[src/rtl/fcore_rdsched_pkg.sv]
// Shared types and constants for the fCore DMA read scheduler.
package fcore_rdsched_pkg;

  typedef enum logic [2:0] {
    IDLE,
    SCAN,
    REQUEST,
    WAIT_RESP,
    EMIT,
    DONE
  } sched_state_t;

  // Beat payload substituted for a channel whose response never arrived.
  localparam logic [31:0] TIMEOUT_FILL = 32'hDEAD_BEEF;

endpackage

[src/rtl/fcore_rdsched_table.sv]
// Channel table: register-file address per channel, 0 marks a skipped entry.
// Synchronous write, combinational read, resets to entry i = i+1.
module fcore_rdsched_table
  import fcore_rdsched_pkg::*;
#(
  parameter int unsigned CHANNELS_MAX   = 16,
  parameter int unsigned REG_ADDR_WIDTH = 8,
  localparam int unsigned CW            = $clog2(CHANNELS_MAX)
) (
  input  logic                      clock_i,
  input  logic                      reset_i,
  input  logic                      we_i,
  input  logic [CW-1:0]             waddr_i,
  input  logic [REG_ADDR_WIDTH-1:0] wdata_i,
  input  logic [CW-1:0]             raddr_i,
  output logic [REG_ADDR_WIDTH-1:0] rdata_o
);

  logic [REG_ADDR_WIDTH-1:0] tbl_q [CHANNELS_MAX];

  // Table storage with identity+1 reset image.
  always_ff @(posedge clock_i or posedge reset_i) begin
    if (reset_i) begin
      for (int i = 0; i < int'(CHANNELS_MAX); i++) begin
        tbl_q[i] <= REG_ADDR_WIDTH'(i + 1);
      end
    end else if (we_i) begin
      tbl_q[waddr_i] <= wdata_i;
    end
  end

  assign rdata_o = tbl_q[raddr_i];

endmodule

[src/rtl/fcore_dma_read_scheduler.sv]
// fCore DMA read scheduler: on each trigger walks the channel table, issues one
// read request per non-zero entry and forwards each response as a stream beat
// tagged with its channel index.
// Optional response timeout: define FCORE_RDSCHED_TIMEOUT_EN.
module fcore_dma_read_scheduler
  import fcore_rdsched_pkg::*;
#(
  parameter int unsigned CHANNELS_MAX   = 16,
  parameter int unsigned DATAPATH_WIDTH = 20,
  parameter int unsigned REG_ADDR_WIDTH = 8,
  parameter int unsigned TIMEOUT_CYCLES = 64,
  localparam int unsigned CW            = $clog2(CHANNELS_MAX)
) (
  input  logic                      clock_i,
  input  logic                      reset_i,
  input  logic                      trigger_i,
  input  logic [CW:0]               n_channels_i,
  input  logic                      cfg_we_i,
  input  logic [CW-1:0]             cfg_addr_i,
  input  logic [REG_ADDR_WIDTH-1:0] cfg_data_i,
  output logic                      read_request_valid_o,
  input  logic                      read_request_ready_i,
  output logic [REG_ADDR_WIDTH-1:0] read_request_data_o,
  input  logic                      read_response_valid_i,
  output logic                      read_response_ready_o,
  input  logic [DATAPATH_WIDTH-1:0] read_response_data_i,
  output logic                      data_out_valid_o,
  input  logic                      data_out_ready_i,
  output logic [31:0]               data_out_data_o,
  output logic [CW-1:0]             data_out_dest_o,
  output logic                      busy_o,
  output logic                      frame_done_o,
  output logic                      overrun_o,
  output logic                      timeout_err_o
);

  if (CHANNELS_MAX < 2 || TIMEOUT_CYCLES == 0) begin : g_param_check
    $error("fcore_dma_read_scheduler: CHANNELS_MAX >= 2 and TIMEOUT_CYCLES >= 1 required");
  end

  sched_state_t              state_q;
  logic [CW:0]               cnt_q, len_q, len_in;
  logic                      req_valid_q, rsp_ready_q, out_valid_q;
  logic [REG_ADDR_WIDTH-1:0] req_data_q, entry;
  logic [31:0]               out_data_q;
  logic [CW-1:0]             out_dest_q;
  logic                      busy_q, frame_done_q, overrun_q;

  fcore_rdsched_table #(
    .CHANNELS_MAX   (CHANNELS_MAX),
    .REG_ADDR_WIDTH (REG_ADDR_WIDTH)
  ) u_table (
    .clock_i (clock_i),
    .reset_i (reset_i),
    .we_i    (cfg_we_i),
    .waddr_i (cfg_addr_i),
    .wdata_i (cfg_data_i),
    .raddr_i (cnt_q[CW-1:0]),
    .rdata_o (entry)
  );

  // Frame length saturates at the table size.
  assign len_in = (n_channels_i > (CW+1)'(CHANNELS_MAX)) ? (CW+1)'(CHANNELS_MAX) : n_channels_i;

`ifdef FCORE_RDSCHED_TIMEOUT_EN
  localparam int unsigned TW = $clog2(TIMEOUT_CYCLES + 1);
  logic [TW-1:0] tmo_q;
  logic          tmo_err_q;
`endif

  // Frame sequencer; all handshake and status outputs are registered here.
  always_ff @(posedge clock_i or posedge reset_i) begin
    if (reset_i) begin
      state_q      <= IDLE;
      cnt_q        <= '0;
      len_q        <= '0;
      req_valid_q  <= 1'b0;
      req_data_q   <= '0;
      rsp_ready_q  <= 1'b0;
      out_valid_q  <= 1'b0;
      out_data_q   <= '0;
      out_dest_q   <= '0;
      busy_q       <= 1'b0;
      frame_done_q <= 1'b0;
      overrun_q    <= 1'b0;
`ifdef FCORE_RDSCHED_TIMEOUT_EN
      tmo_q        <= '0;
      tmo_err_q    <= 1'b0;
`endif
    end else begin
      frame_done_q <= 1'b0;
      if (trigger_i && state_q != IDLE) overrun_q <= 1'b1;
      unique case (state_q)
        // An empty frame still passes through SCAN, which finds counter == 0 == L at once.
        IDLE: begin
          if (trigger_i) begin
            len_q   <= len_in;
            cnt_q   <= '0;
            busy_q  <= 1'b1;
            state_q <= SCAN;
          end
        end
        SCAN: begin
          if (cnt_q == len_q) begin
            frame_done_q <= 1'b1;
            state_q      <= DONE;
          end else if (entry == '0) begin
            cnt_q <= cnt_q + 1'b1;
          end else begin
            req_valid_q <= 1'b1;
            req_data_q  <= entry;
            state_q     <= REQUEST;
          end
        end
        REQUEST: begin
          if (read_request_ready_i) begin
            req_valid_q <= 1'b0;
            rsp_ready_q <= 1'b1;
            state_q     <= WAIT_RESP;
`ifdef FCORE_RDSCHED_TIMEOUT_EN
            tmo_q       <= '0;
`endif
          end
        end
        WAIT_RESP: begin
          if (read_response_valid_i) begin
            rsp_ready_q <= 1'b0;
            out_valid_q <= 1'b1;
            out_data_q  <= 32'(read_response_data_i);
            out_dest_q  <= cnt_q[CW-1:0];
            state_q     <= EMIT;
          end
`ifdef FCORE_RDSCHED_TIMEOUT_EN
          else if (tmo_q == TW'(TIMEOUT_CYCLES - 1)) begin
            rsp_ready_q <= 1'b0;
            out_valid_q <= 1'b1;
            out_data_q  <= TIMEOUT_FILL;
            out_dest_q  <= cnt_q[CW-1:0];
            tmo_err_q   <= 1'b1;
            state_q     <= EMIT;
          end else begin
            tmo_q <= tmo_q + 1'b1;
          end
`endif
        end
        EMIT: begin
          if (data_out_ready_i) begin
            out_valid_q <= 1'b0;
            cnt_q       <= cnt_q + 1'b1;
            state_q     <= SCAN;
          end
        end
        DONE: begin
          busy_q  <= 1'b0;
          state_q <= IDLE;
        end
        default: state_q <= IDLE;
      endcase
    end
  end

  assign read_request_valid_o  = req_valid_q;
  assign read_request_data_o   = req_data_q;
  assign read_response_ready_o = rsp_ready_q;
  assign data_out_valid_o      = out_valid_q;
  assign data_out_data_o       = out_data_q;
  assign data_out_dest_o       = out_dest_q;
  assign busy_o                = busy_q;
  assign frame_done_o          = frame_done_q;
  assign overrun_o             = overrun_q;
`ifdef FCORE_RDSCHED_TIMEOUT_EN
  assign timeout_err_o         = tmo_err_q;
`else
  assign timeout_err_o         = 1'b0;
`endif

endmodule
[config.mk]
export PLATFORM = sky130hd
export DESIGN_NAME = fcore_dma_read_scheduler
export DESIGN_NICKNAME = d
export VERILOG_FILES = /design/src/rtl/fcore_rdsched_pkg.sv /design/src/rtl/fcore_rdsched_table.sv /design/src/rtl/fcore_dma_read_scheduler.sv
export SDC_FILE = /design/constraint.sdc
export NUM_CORES = 1
export LEC_CHECK = 0
export CAP_MARGIN = 20
export CELL_PAD_IN_SITES_DETAIL_PLACEMENT = 1
export CELL_PAD_IN_SITES_GLOBAL_PLACEMENT = 1
export CORE_MARGIN = 10
export CORE_UTILIZATION = 30
export CTS_CLUSTER_DIAMETER = 150
export DETAILED_ROUTE_END_ITERATION = 7
export DONT_BUFFER_PORTS = 1
export PLACE_DENSITY = 0.62
export SYNTH_ARGS = -nofsm -noshare
export SYNTH_HDL_FRONTEND = slang
export SYNTH_SLANG_ARGS = --single-unit
export TNS_END_PERCENT = 10
[constraint.sdc]
create_clock -name clock_i -period 5 [get_ports clock_i]
set_clock_uncertainty 0.15 [all_clocks]
set_input_delay 0.5 -clock clock_i [delete_from_list [all_inputs] [get_ports clock_i]]
set_output_delay 0.5 -clock clock_i [all_outputs]
set_load 0.05 [all_outputs]
Yosys cells after proc, flatten, opt, wreduce, memory -nomap -nowiden
Cells that the tools add are included.

Bits in registers: 179. Output and inout bits: 51. Word-level logic and storage cells: 103.

Add/subtract/negate cells: 1. Magnitude comparators: 4. Equality and inequality tests: 14. Muxes and demuxes: 33. Bitwise gates (word level): 4. Reductions and logical operators: 19.

Operator list (number): 128-bit bitwise mux (1); 8-bit binary-select mux with 4-bit select (1); 8-bit demux with 4-bit select (1); 5-bit two-way mux (5); 8-bit two-way mux (3); 3-bit two-way mux (6); 3-bit one-hot mux with 5 select lines (1); 5-bit one-hot mux with 3 select lines (1); 2-bit != test (second input constant) (7); 5-bit greater-or-equal comparator (second input constant) (2); 1-bit two-way mux (10); 4-bit inverter with 5-bit output (2); 5-bit AND reduction (2); 3-bit AND reduction (3); 8-bit logical NOT (1); 1-bit one-hot mux with 2 select lines (4); 2-bit nonzero test (4); 3-bit by 2-bit == test with 1-bit output (second input constant) (2); 3-bit == test (second input constant) (2); 2-bit AND reduction (3); 3-bit nonzero test (2); 5-bit by 1-bit adder with 5-bit output (second input constant) (1); 5-bit == test (1); 5-bit greater-than comparator (second input constant) (1); 7 further kinds (9).

Logic depth before layout (Yosys ltp)
Gate-level depths: netlist (run 1).

Word-level depth: 8. Gate-level depth with buffers: 11.

Hierarchy
A second synthesis (run 1) with hierarchy kept.

Cell total of the unflattened synthesis: 562. Area total of the unflattened synthesis: 8264.2 um^2.

Modules (own cells, without submodules): fcore_rdsched_table (times used 1, cells an instance 371, area each 5930.7 um^2); fcore_dma_read_scheduler (times used 1, cells an instance 191, area each 2333.5 um^2).

Least setup slack after synthesis (run 1)
Ideal clock, no wire load.

Kind: reg-to-reg. Start: register cnt_q[0]. End: register req_data_q[0] (netlist: read_request_data_o[0]). Arrival time: 2628 ps. Data required time: 4725 ps. Setup slack: 2097 ps. Cell stages (with the launch flop): 10. Buffers on the path: 2. Cells stage by stage: dfrtp_1 > buf_6 > buf_12 > mux4_2 > a22oi_2 > nand2_1 > or3_4 > nor4b_4 > nor4b_4 > mux2_4.

Longest elaborated chain between the ends: 7.

RTL lines: from (decl) (RTL line fcore_dma_read_scheduler.sv:42) `logic [CW:0] cnt_q, len_q, len_in;`; from (signal assigned) (RTL line fcore_dma_read_scheduler.sv:108) `cnt_q <= cnt_q + 1'b1;`; from (signal assigned) (RTL line fcore_dma_read_scheduler.sv:149) `cnt_q <= cnt_q + 1'b1;`; 4-bit inverter with 5-bit output (not written as such) (RTL line fcore_rdsched_table.sv:32) `assign rdata_o = tbl_q[raddr_i];`; 8-bit binary-select mux with 4-bit select (RTL line fcore_rdsched_table.sv:32); 8-bit two-way mux (not written as such) (2 in a row) (RTL line fcore_rdsched_table.sv:32); 8-bit logical NOT (RTL line fcore_dma_read_scheduler.sv:107) `end else if (entry == '0) begin`; 1-bit inverter (no line); 3-bit AND reduction (no line); to (signal assigned) (RTL line fcore_dma_read_scheduler.sv:111) `req_data_q <= entry;`; to (decl) (RTL line fcore_dma_read_scheduler.sv:44) `logic [REG_ADDR_WIDTH-1:0] req_data_q, entry;`.

Parallel ways exist; a longest one is shown, timed or not. The select of a mux whose other input is x is not followed. A chain may end at the register's enable or synchronous reset.

Final worst setup path (run 1)
Start: register cnt_q[2]. End: register req_data_q[2] (netlist: read_request_data_o[2]).

Same word-level chain as after synthesis.

==> impl_metrics.py, run 1 <==
metrics = {
    "outcome": {
        "outcome": "complete, no violations",
    },
    "worst_setup_path": {
        "crit_chain": "buf_4 > mux4_2 > o22ai_1 > a31oi_1 > or3_4 > nor4b_4 > nor4b_4 > mux2_4",
        "r2r_end": "read_request_data_o[2]",
        "r2r_start": "cnt_q[2]",
        "cp_top_family": "simple AND/OR/NAND/NOR gates",
        "r2r_setup_slack_ns": 1.14,
        "critPathSlowestCell": "dfrtp_1",
        "crit_path_start_kind": "flip-flop",
        "cp-end-kind": "flip-flop",
        "cp.arrival_ns": 4.02,
        "rr_worst_depth": 8,
        "max_stage_delay_ns": 0.97,
        "crit_buf_inv": 1,
        "required_ns": 5.16,
        "crit_type": "reg -> reg",
        "worstPathMaxFanout": 17,
        "crit_cells": 8,
        "crit_top_cell": "nor4b_4",
    },
    "place": {
        "post-dp-hpwl_mm": 14.1,
        "gp_congestion": 0.766,
        "port-buffer-count": 0,
    },
    "yosys": {
        "synthTopCellsByCount": "mux2_2, dfrtp_1, dfstp_2",
        "synth_most_common_cell": "mux2_2",
        "synth-main-ff-cell": "dfrtp_1",
        "synth_top_area_share_pct": 43.7,
        "synth_edf_count": 0,
        "netlist_area_um2": 8360,
        "ys_warn_count": 0,
        "yosys-top-cells-area": "dfrtp_1, mux2_2, dfstp_2, mux4_2, mux2i_1",
        "yosysSeqAreaShare_pct": 54.1,
        "avgSynthCellArea_um2": 14.5,
        "ys_types": 51,
        "synth_cells": 578,
        "async_reset_ff_share_pct": 100,
        "ys_ff_latch": 179,
        "yosysTopAreaCell": "dfrtp_1",
    },
    "cts": {
        "cts_buffers": 17,
        "cts_tree": "built",
        "clock-sinks": 179,
        "post_cts_buffers": 0,
        "cts.reportedPaths.clkPinSlew_ns": 0.06,
        "post_cts_resize_count": 0,
        "hold_buffers": 0,
        "root_buffer": "clkbuf_16",
        "cts_buffer_depth": 2,
        "htreeDepth": 4,
        "insertion_delay_ns": 0.43,
    },
    "layout": {
        "insertedDiodeCount": 0,
        "syn2layout_area_growth_pct": 10.7,
        "nets": 619,
        "post_route_cells_drive_above_1_share_pct": 45.7,
    },
    "floorplan": {
        "start_util_pct": 30.3,
        "core_um2": 27600,
        "dieArea_um2": 34900,
        "die_x_um": 187,
        "ios": 95,
        "die_h_um": 187,
        "num_rows": 61,
    },
    "power": {
        "leakage_uw": 0.00375,
        "p_sw_share_pct": 38.0,
        "p_int_uw": 3410,
        "power_uw": 5500,
        "share_seq_of_total_power_pct": 51.2,
        "power_frac_comb_pct": 25.3,
        "vdd_drop_max_mv": 0.259,
        "p_switching_uw": 2090,
        "power_density_nw_per_um2": 595,
        "clock_power_share_pct": 23.6,
    },
    "global_route": {
        "grt_max_degree": 180,
        "overflow": 0,
        "grt_pass1_wl_mm": 32.6,
        "antenna_found_initial": 0,
        "grt_usage_pct": 12.0,
        "grt_pass1_vias": 5355,
    },
    "routing": {
        "wl_mm": 21.2,
        "postRouteAntennaNets": 0,
        "drtIter0Drc": 207,
        "vias": 4787,
        "first_pass_iters": 5,
        "wire_per_inst_um": 21.9,
        "drc": 0,
        "routed_via_density": 4.96,
    },
    "timing": {
        "min_period_ns": 3.86,
        "setup_viol": 0,
        "maxClockFrequency_mhz": 259,
        "worst_pin_slew_ns": 1.11,
        "hold_violations": 0,
        "rsz0062_at_grt": "false",
        "final_max_slew_viol_count": 0,
        "finalCritPeriodShare_pct": 77.2,
        "tns_ns": 0,
        "maxSlewHeadroom_pct": 26.0,
    },
    "run": {
        "drv_cap": 0,
    },
    "hold_path": {
        "hold_class": "in -> async",
    },
}
==> power groups by stage <==
stage               Sequential [uW]  Clock [uW]  Combinational, uW
floorplan                      2610           0               1290
global placement               2820           0               1330
detailed placement             2850           0               1390
CTS                            2830        1330               1400
global route                   2890        1400               1510
finish                         2810        1300               1390
==> flip-flops by register name, indices dropped and copies added, names as in the netlist <==
name,cells
busy_o,1
frame_done_o,1
u_table.tbl_q,128
len_q,5
read_request_data_o,8
overrun_o,1
read_request_valid_o,1
data_out_data_o,20
data_out_dest_o,4
state_q,3
cnt_q,5
read_response_ready_o,1
data_out_valid_o,1
==> how the worst max path moves through the flow <==
stage / slack, ns / endpoint / from
2_1_floorplan: 2.08 / busy_o / reset_i
3_3_place_gp: 1.22 / read_request_data_o[5] / cnt_q[0]
3_5_place_dp: 1.15 / read_request_data_o[2] / cnt_q[0]
4_1_cts: 1.13 / read_request_data_o[2] / cnt_q[0]
5_1_grt: 0.94 / read_request_data_o[5] / cnt_q[0]
6_report: 1.14 / read_request_data_o[2] / cnt_q[2]
==> metrics by stage <==
stage | setup WS [ns] | hold slack [ns] | cell area, um2 | util (%) | std cells
6_report | 1.14 | 0.0434 | 9250 | 33.5 | 965
5_1_grt | 0.941 | 0.0433 | 9250 | 33.5 | 965
4_1_cts | 1.13 | 0.0453 | 9240 | 33.4 | 964
3_5_place_dp | 1.15 | 0.341 | 8660 | 31.4 | 932
3_3_place_gp | 1.22 | 0.330 | 8660 | 31.4 | 932
2_1_floorplan | 2.08 | 0.319 | 8410 | - | 590
==> worst reg2reg max path, stage by stage (launching register included) <==
cell     delay [ns]
dfrtp_1        0.97
buf_4          0.41
mux4_2         0.34
o22ai_1        0.26
a31oi_1        0.10
or3_4          0.45
nor4b_4        0.52
nor4b_4        0.21
mux2_4         0.34
==> cells in the final DEF (no fill, tap or decap), drive strengths merged, types with 2 or more instances in the layout <==
| master | count |
|---|---|
| clkinvlp | 3 |
| dfrtp | 146 |
| o21ai | 13 |
| or3b | 2 |
| a221oi | 2 |
| a31oi | 2 |
| o211ai | 4 |
| nand2 | 21 |
| a22oi | 6 |
| nand3b | 3 |
| buf | 10 |
| clkbuf | 21 |
| xor2 | 3 |
| a21boi | 2 |
| o21a | 2 |
| inv | 9 |
| nor2b | 5 |
| o22ai | 2 |
| nor2 | 22 |
| o2bb2ai | 2 |
| mux2 | 159 |
| nand3 | 8 |
| xnor2 | 2 |
| clkinv | 6 |
| mux2i | 16 |
| nor4b | 2 |
| o2111ai | 2 |
| conb | 13 |
| dfstp | 33 |
| or3 | 4 |
| a21oi | 10 |
| mux4 | 29 |
| nand2b | 13 |
| nor3 | 2 |
==> cells by family after synthesis <==
logic type                 after synthesis  synth area share, %
AOI/OAI and AO/OA                       49                 4.01
xor gates and xnor gates                 5                0.524
adders and majority gates                1                0.150
buffers and inverters                   53                 3.94
DFF                                    179                 54.1
muxes                                  204                 31.6
other                                    1               0.0449
and+or+nand+nor                         86                 5.61
==> cell type report <==
class,instances,area (um2)
fillers,2917,18400
flip-flops and latches,179,4520
multi-input cells,358,3550
well taps,378,473
clock buffers,21,470
clock inverters,11,104
repair buffers,10,95.1
inverters,8,33.8
==> per-layer routing <==
metal  share of wire [%]  wire length [um]  track usage (%)  vias to the layer above
met3                 5.1              1080             3.62                       19
met1                  46              9690             15.1                     2577
met5                   0                 0                0                        -
met4                 2.0               417             4.09                        0
li1                    -                 -                -                     2080
met2                  47              9970             19.1                      111
(Power assumes the default switching activity.)
==> inputs of run 2 (changes only) <==
- clock period: 5 -> 3.3 ns (I/O delays scaled with it)
==> impl_metrics.py, run 2 (synthesized netlist as in run 1, its figures left out) <==
metrics = {
    "outcome": {
        "outcome": "complete, no violations",
    },
    "power": {
        "share_seq_of_total_power_pct": 48.6,
        "power_density_nw_per_um2": 877,
        "p_sw_share_pct": 38.1,
        "power_uw": 8650,
        "power_frac_comb_pct": 27.2,
        "p_switching_uw": 3290,
        "leakage_uw": 0.00405,
        "vdd_drop_max_mv": 0.325,
        "p_int_uw": 5360,
        "clock_power_share_pct": 24.1,
    },
    "timing": {
        "maxSlewHeadroom_pct": 50.6,
        "hold_slack_ns": 0.172,
        "hold_violations": 0,
        "tns_ns": 0,
        "worst_pin_slew_ns": 0.742,
        "maxClockFrequency_mhz": 315,
        "min_period_ns": 3.17,
        "final_max_slew_viol_count": 0,
        "setup_viol": 0,
        "rsz0062_at_grt": "false",
        "finalCritPeriodShare_pct": 96.2,
    },
    "layout": {
        "final_common_cell": "mux2_2",
        "top_register": "u_table.tbl_q",
        "final_area_um2": 9870,
        "insertedDiodeCount": 0,
        "syn2layout_area_growth_pct": 18.1,
        "largest_register_ffs": 128,
        "post_route_cells_drive_above_1_share_pct": 45.1,
        "nets": 680,
        "final_cell_mix": "mux2_2, dfrtp_1, dlygate4sd3_1, dfstp_2, buf_4",
        "post_layout_nonfiller_instances": 1026,
    },
    "worst_setup_path": {
        "startpoint": "cnt_q[0]",
        "r2r_start": "cnt_q[0]",
        "crit_type": "reg -> reg",
        "required_ns": 3.46,
        "crit_buf_inv": 2,
        "cp_top_family": "simple AND/OR/NAND/NOR gates",
        "worstPathMaxFanout": 12,
        "crit_top_cell": "nor4b_4",
        "cp-end-kind": "flip-flop",
        "max_stage_delay_ns": 0.56,
        "cp.arrival_ns": 3.34,
        "crit_chain": "buf_12 > mux4_2 > a22oi_1 > nand2_1 > or3_4 > nor4b_4 > nor4b_4 > buf_4 > mux2_4",
        "crit_path_start_kind": "flip-flop",
        "critPathSlowestCell": "dfrtp_4",
    },
    "place": {
        "postPlaceCellArea_um2": 8820,
        "post-dp-hpwl_mm": 15.2,
        "port-buffer-count": 0,
        "placedCellCount": 950,
        "gp_congestion": 0.774,
    },
    "floorplan": {
        "die_x_um": 187,
        "start_util_pct": 30.3,
        "ios": 95,
        "num_rows": 61,
        "dieArea_um2": 34900,
        "core_um2": 27600,
        "die_h_um": 187,
    },
    "cts": {
        "cts_buffers": 17,
        "htreeDepth": 4,
        "clock-sinks": 179,
        "insertion_delay_ns": 0.43,
        "cts.reportedPaths.clkPinSlew_ns": 0.07,
        "cts_tree": "built",
        "cts_buffer_depth": 2,
        "root_buffer": "clkbuf_16",
    },
    "routing": {
        "met1Wirelength_mm": 10.1,
        "vias": 4940,
        "routed_via_density": 4.81,
        "wl_mm": 22.2,
        "wire_per_inst_um": 21.6,
        "drc": 0,
        "first_pass_iters": 4,
        "wl_met3_mm": 1.17,
        "postRouteAntennaNets": 0,
        "met2_length_mm": 10.8,
        "drtIter0Drc": 241,
        "top_layer_used": "met4",
    },
    "global_route": {
        "grt_pass1_wl_mm": 35.1,
        "antenna_found_initial": 0,
        "grt_usage_pct": 12.9,
        "grt_pass1_vias": 5675,
        "overflow": 0,
        "grt_max_degree": 78,
    },
    "run": {
        "drv_cap": 0,
    },
    "hold_path": {
        "hold_class": "in -> reg",
        "hold_start": "data_out_ready_i",
    },
}
[run 2: cell count changes in the layout (fill, tap and decap cells not counted), sizes merged]
cell	change
dlygate4sd3	+39
inv	+4
buf	+22
clkinvlp	+1
clkbuf	-3
clkinv	-3
bufinv	+1
[run 2: final timing paths]
kind                                           to  slack, ns  cells after the start
min in group asynchronous                len_q[0]       0.33                      2
hold reg to reg                 u_table.tbl_q[89]       0.35                      1
setup / recovery           read_request_data_o[3]       0.13                      9
setup reg to reg           read_request_data_o[3]       0.13                      9
max in group asynchronous       u_table.tbl_q[11]       1.81                      3
hold / removal                         state_q[0]       0.17                      3
[run 2: routing by layer]
layer	track usage [%]	up-vias
met2	21.2	123
met5	0	-
li1	-	2188
met4	3.07	0
met1	16.3	2612
met3	3.58	17
[run 2: through the flow]
step / utilization (%) / setup WS, ns
3_3_place_gp: 31.9 / 0.0247
2_1_floorplan: - / 0.397
6_report: 35.7 / 0.125
5_1_grt: 35.7 / 0.0247
4_1_cts: 35.5 / 0.00990
3_5_place_dp: 31.9 / -0.0360
[run 2: tightest hold or removal path, delay by kind of cell]
family	cells	cell delay [ns]
AO/OA/AOI/OAI	3	0.38
[run 2: final cells by class]
class | instances | area, um2
Clock inverter | 14 | 165
Fill cell | 2892 | 17800
Multi-Input combinational cell | 358 | 3550
Timing Repair Buffer | 71 | 681
Tap cell | 378 | 473
Inverter | 8 | 33.8
Sequential cell | 179 | 4530
Clock buffer | 18 | 439
[run 2: timing repair]
item	in CTS	in global routing
hold buffers	39	0
gates resized for setup	1	1
pin swaps	1	1
endpoints found under the hold margin	187	0
setup buffers	0	5
setup endpoints to repair	6	13
[run 2: power groups by stage]
stage | Combinational [uW] | Clock (uW) | Sequential, uW
final | 2360 | 2090 | 4210
after global placement | 2160 | 0 | 4210
after CTS | 2330 | 2140 | 4220
after floorplan | 1950 | 0 | 3950
after global routing | 2580 | 2250 | 4300
after detailed placement | 2250 | 0 | 4260
==> inputs of run 3 (changes only) <==
- ABC_CLOCK_PERIOD_IN_PS: default -> 3300
- BUFFER_PORTS_ARGS: default -> -buffer_cell sky130_fd_sc_hd__buf_4
- CORE_UTILIZATION: 30 -> 44
- DONT_BUFFER_PORTS: 1 -> default
- PLACE_DENSITY: 0.62 -> 0.86
==> impl_metrics.py, run 3 (synthesized netlist as in run 1, its figures left out) <==
metrics = {
    "outcome": {
        "outcome": "complete, no violations",
    },
    "hold_path": {
        "hold_class": "in -> reg",
        "hold_depth": 3,
        "worstHoldEndpoint": "len_q[3]",
        "hold_start": "n_channels_i[3]",
    },
    "routing": {
        "drc": 0,
        "drtIter0Drc": 319,
        "wl_mm": 22.0,
        "vias": 5257,
        "postRouteAntennaNets": 0,
        "first_pass_iters": 4,
        "wire_per_inst_um": 23.4,
        "routed_via_density": 5.59,
    },
    "power": {
        "p_switching_uw": 3330,
        "vdd_drop_max_mv": 0.457,
        "clock_power_share_pct": 23.2,
        "leakage_uw": 0.00434,
        "power_frac_comb_pct": 38.8,
        "share_seq_of_total_power_pct": 38.0,
        "p_sw_share_pct": 36.9,
        "power_density_nw_per_um2": 896,
        "p_int_uw": 5710,
    },
    "global_route": {
        "grt_pass1_vias": 5995,
        "grt_max_degree": 148,
        "antenna_found_initial": 0,
        "grt_pass1_wl_mm": 34.9,
        "overflow": 0,
        "grt_usage_pct": 18.4,
    },
    "layout": {
        "top_register": "u_table.tbl_q",
        "post_route_cells_drive_above_1_share_pct": 52.1,
        "syn2layout_area_growth_pct": 20.7,
        "insertedDiodeCount": 0,
        "final_cell_mix": "mux2_2, dfrtp_1, buf_4, dfstp_2, mux4_2",
        "largest_register_ffs": 128,
        "post_layout_nonfiller_instances": 941,
        "final_common_cell": "mux2_2",
        "nets": 739,
        "fin_util_pct": 54.0,
        "fill_cells": 1825,
    },
    "floorplan": {
        "die_h_um": 158,
        "num_rows": 50,
        "dieArea_um2": 24900,
        "start_util_pct": 44.7,
        "ios": 95,
        "core_um2": 18700,
        "die_x_um": 158,
    },
    "place": {
        "port-buffer-count": 81,
        "place_ws_ns": 0.0448,
        "gp_congestion": 0.829,
        "post-dp-hpwl_mm": 15.2,
        "placedCellCount": 886,
    },
    "cts": {
        "htreeDepth": 4,
        "root_buffer": "clkbuf_16",
        "insertion_delay_ns": 0.43,
        "cts_buffer_depth": 2,
        "clock-sinks": 179,
        "cts.reportedPaths.clkPinSlew_ns": 0.07,
        "cts_tree": "built",
        "cts_buffers": 17,
    },
    "worst_setup_path": {
        "r2r_start": "cnt_q[1]",
        "cp.arrival_ns": 3.31,
        "required_ns": 3.46,
        "crit_type": "reg -> reg",
        "cp-end-kind": "flip-flop",
        "rr_worst_depth": 8,
        "worstPathMaxFanout": 17,
        "r2r_end": "read_request_data_o[5]",
        "r2r_setup_slack_ns": 0.15,
        "crit_path_start_kind": "flip-flop",
    },
    "timing": {
        "hold_slack_ns": 0.0225,
        "worst_pin_slew_ns": 1.05,
        "maxSlewHeadroom_pct": 29.8,
        "setup_viol": 0,
        "finalCritPeriodShare_pct": 95.5,
        "min_period_ns": 3.15,
        "hold_violations": 0,
        "maxClockFrequency_mhz": 317,
        "final_max_slew_viol_count": 0,
        "finalWorstSetupSlack_ns": 0.148,
        "rsz0062_at_grt": "false",
        "tns_ns": 0,
    },
    "run": {
        "drv_cap": 0,
    },
}
## run 3: changes by cell type in the layout (fill, tap and decap cells not counted), sizes merged
| cell | delta |
|---|---|
| dlygate4sd3 | -17 |
| inv | -3 |
| clkinv | +2 |
| bufinv | +1 |
| buf | +76 |
## run 3: power by group through the flow
stage	sequential (uW)	combinational [uW]	clock, uW
global placement	3390	3330	0
detailed placement	3460	3500	0
global route	3520	3760	2250
floorplan	3950	1950	0
finish	3430	3510	2100
CTS	3430	3530	2140
## run 3: per-layer routing
layer / vias to the layer above / wire length (um) / track usage, %
met3: 33 / 1540 / 4.86
met4: 0 / 427 / 5.88
met1: 2754 / 9090 / 22.8
li1: 2316 / - / -
met5: - / 0 / 0
met2: 154 / 10900 / 30.6
## run 3: stage by stage
stage               instance area (um2)  power (uW)
global route                      10100        9530
detailed placement                 9240        6960
finish                            10100        9040
floorplan                          8410        5900
CTS                               10100        9100
global placement                   9240        6720
## run 3: worst max-delay path by stage
stage,start,endpoint,slack [ns],cells past startpoint
6_report,cnt_q[1],read_request_data_o[5],0.15,8
5_1_grt,cnt_q[2],read_request_data_o[5],0.04,8
4_1_cts,cnt_q[1],read_request_data_o[5],0.06,8
3_5_place_dp,cnt_q[1],read_request_data_o[5],0.04,8
3_3_place_gp,cnt_q[0],cnt_q[1],0.19,9
2_1_floorplan,cnt_q[0],read_request_data_o[0],0.40,9
## run 3: worst max-delay path: stages, from the launching register on
cell,delay [ns]
dfrtp_2,0.51
buf_12,0.20
inv_1,0.10
mux4_2,0.51
or3b_1,0.19
a21boi_1,0.08
nor4b_4,0.15
nor4b_4,0.77
mux2_4,0.36
## run 3: cell type report
class / count / area [um2] / area share (%)
timing repair buffer: 130 / 1070 / 10.6
tap: 234 / 293 / 2.90
clock buffer: 18 / 439 / 4.35
sequential: 179 / 4530 / 44.8
clock inverter: 14 / 178 / 1.76
inverter: 8 / 33.8 / 0.335
multi-input combinational: 358 / 3550 / 35.2
## run 3: repair_timing
action	CTS	global route
endpoints found under the hold margin	53	0
resized for setup	0	2
hold buffers	22	0
endpoints found under the setup margin	0	9
setup buffers	0	1
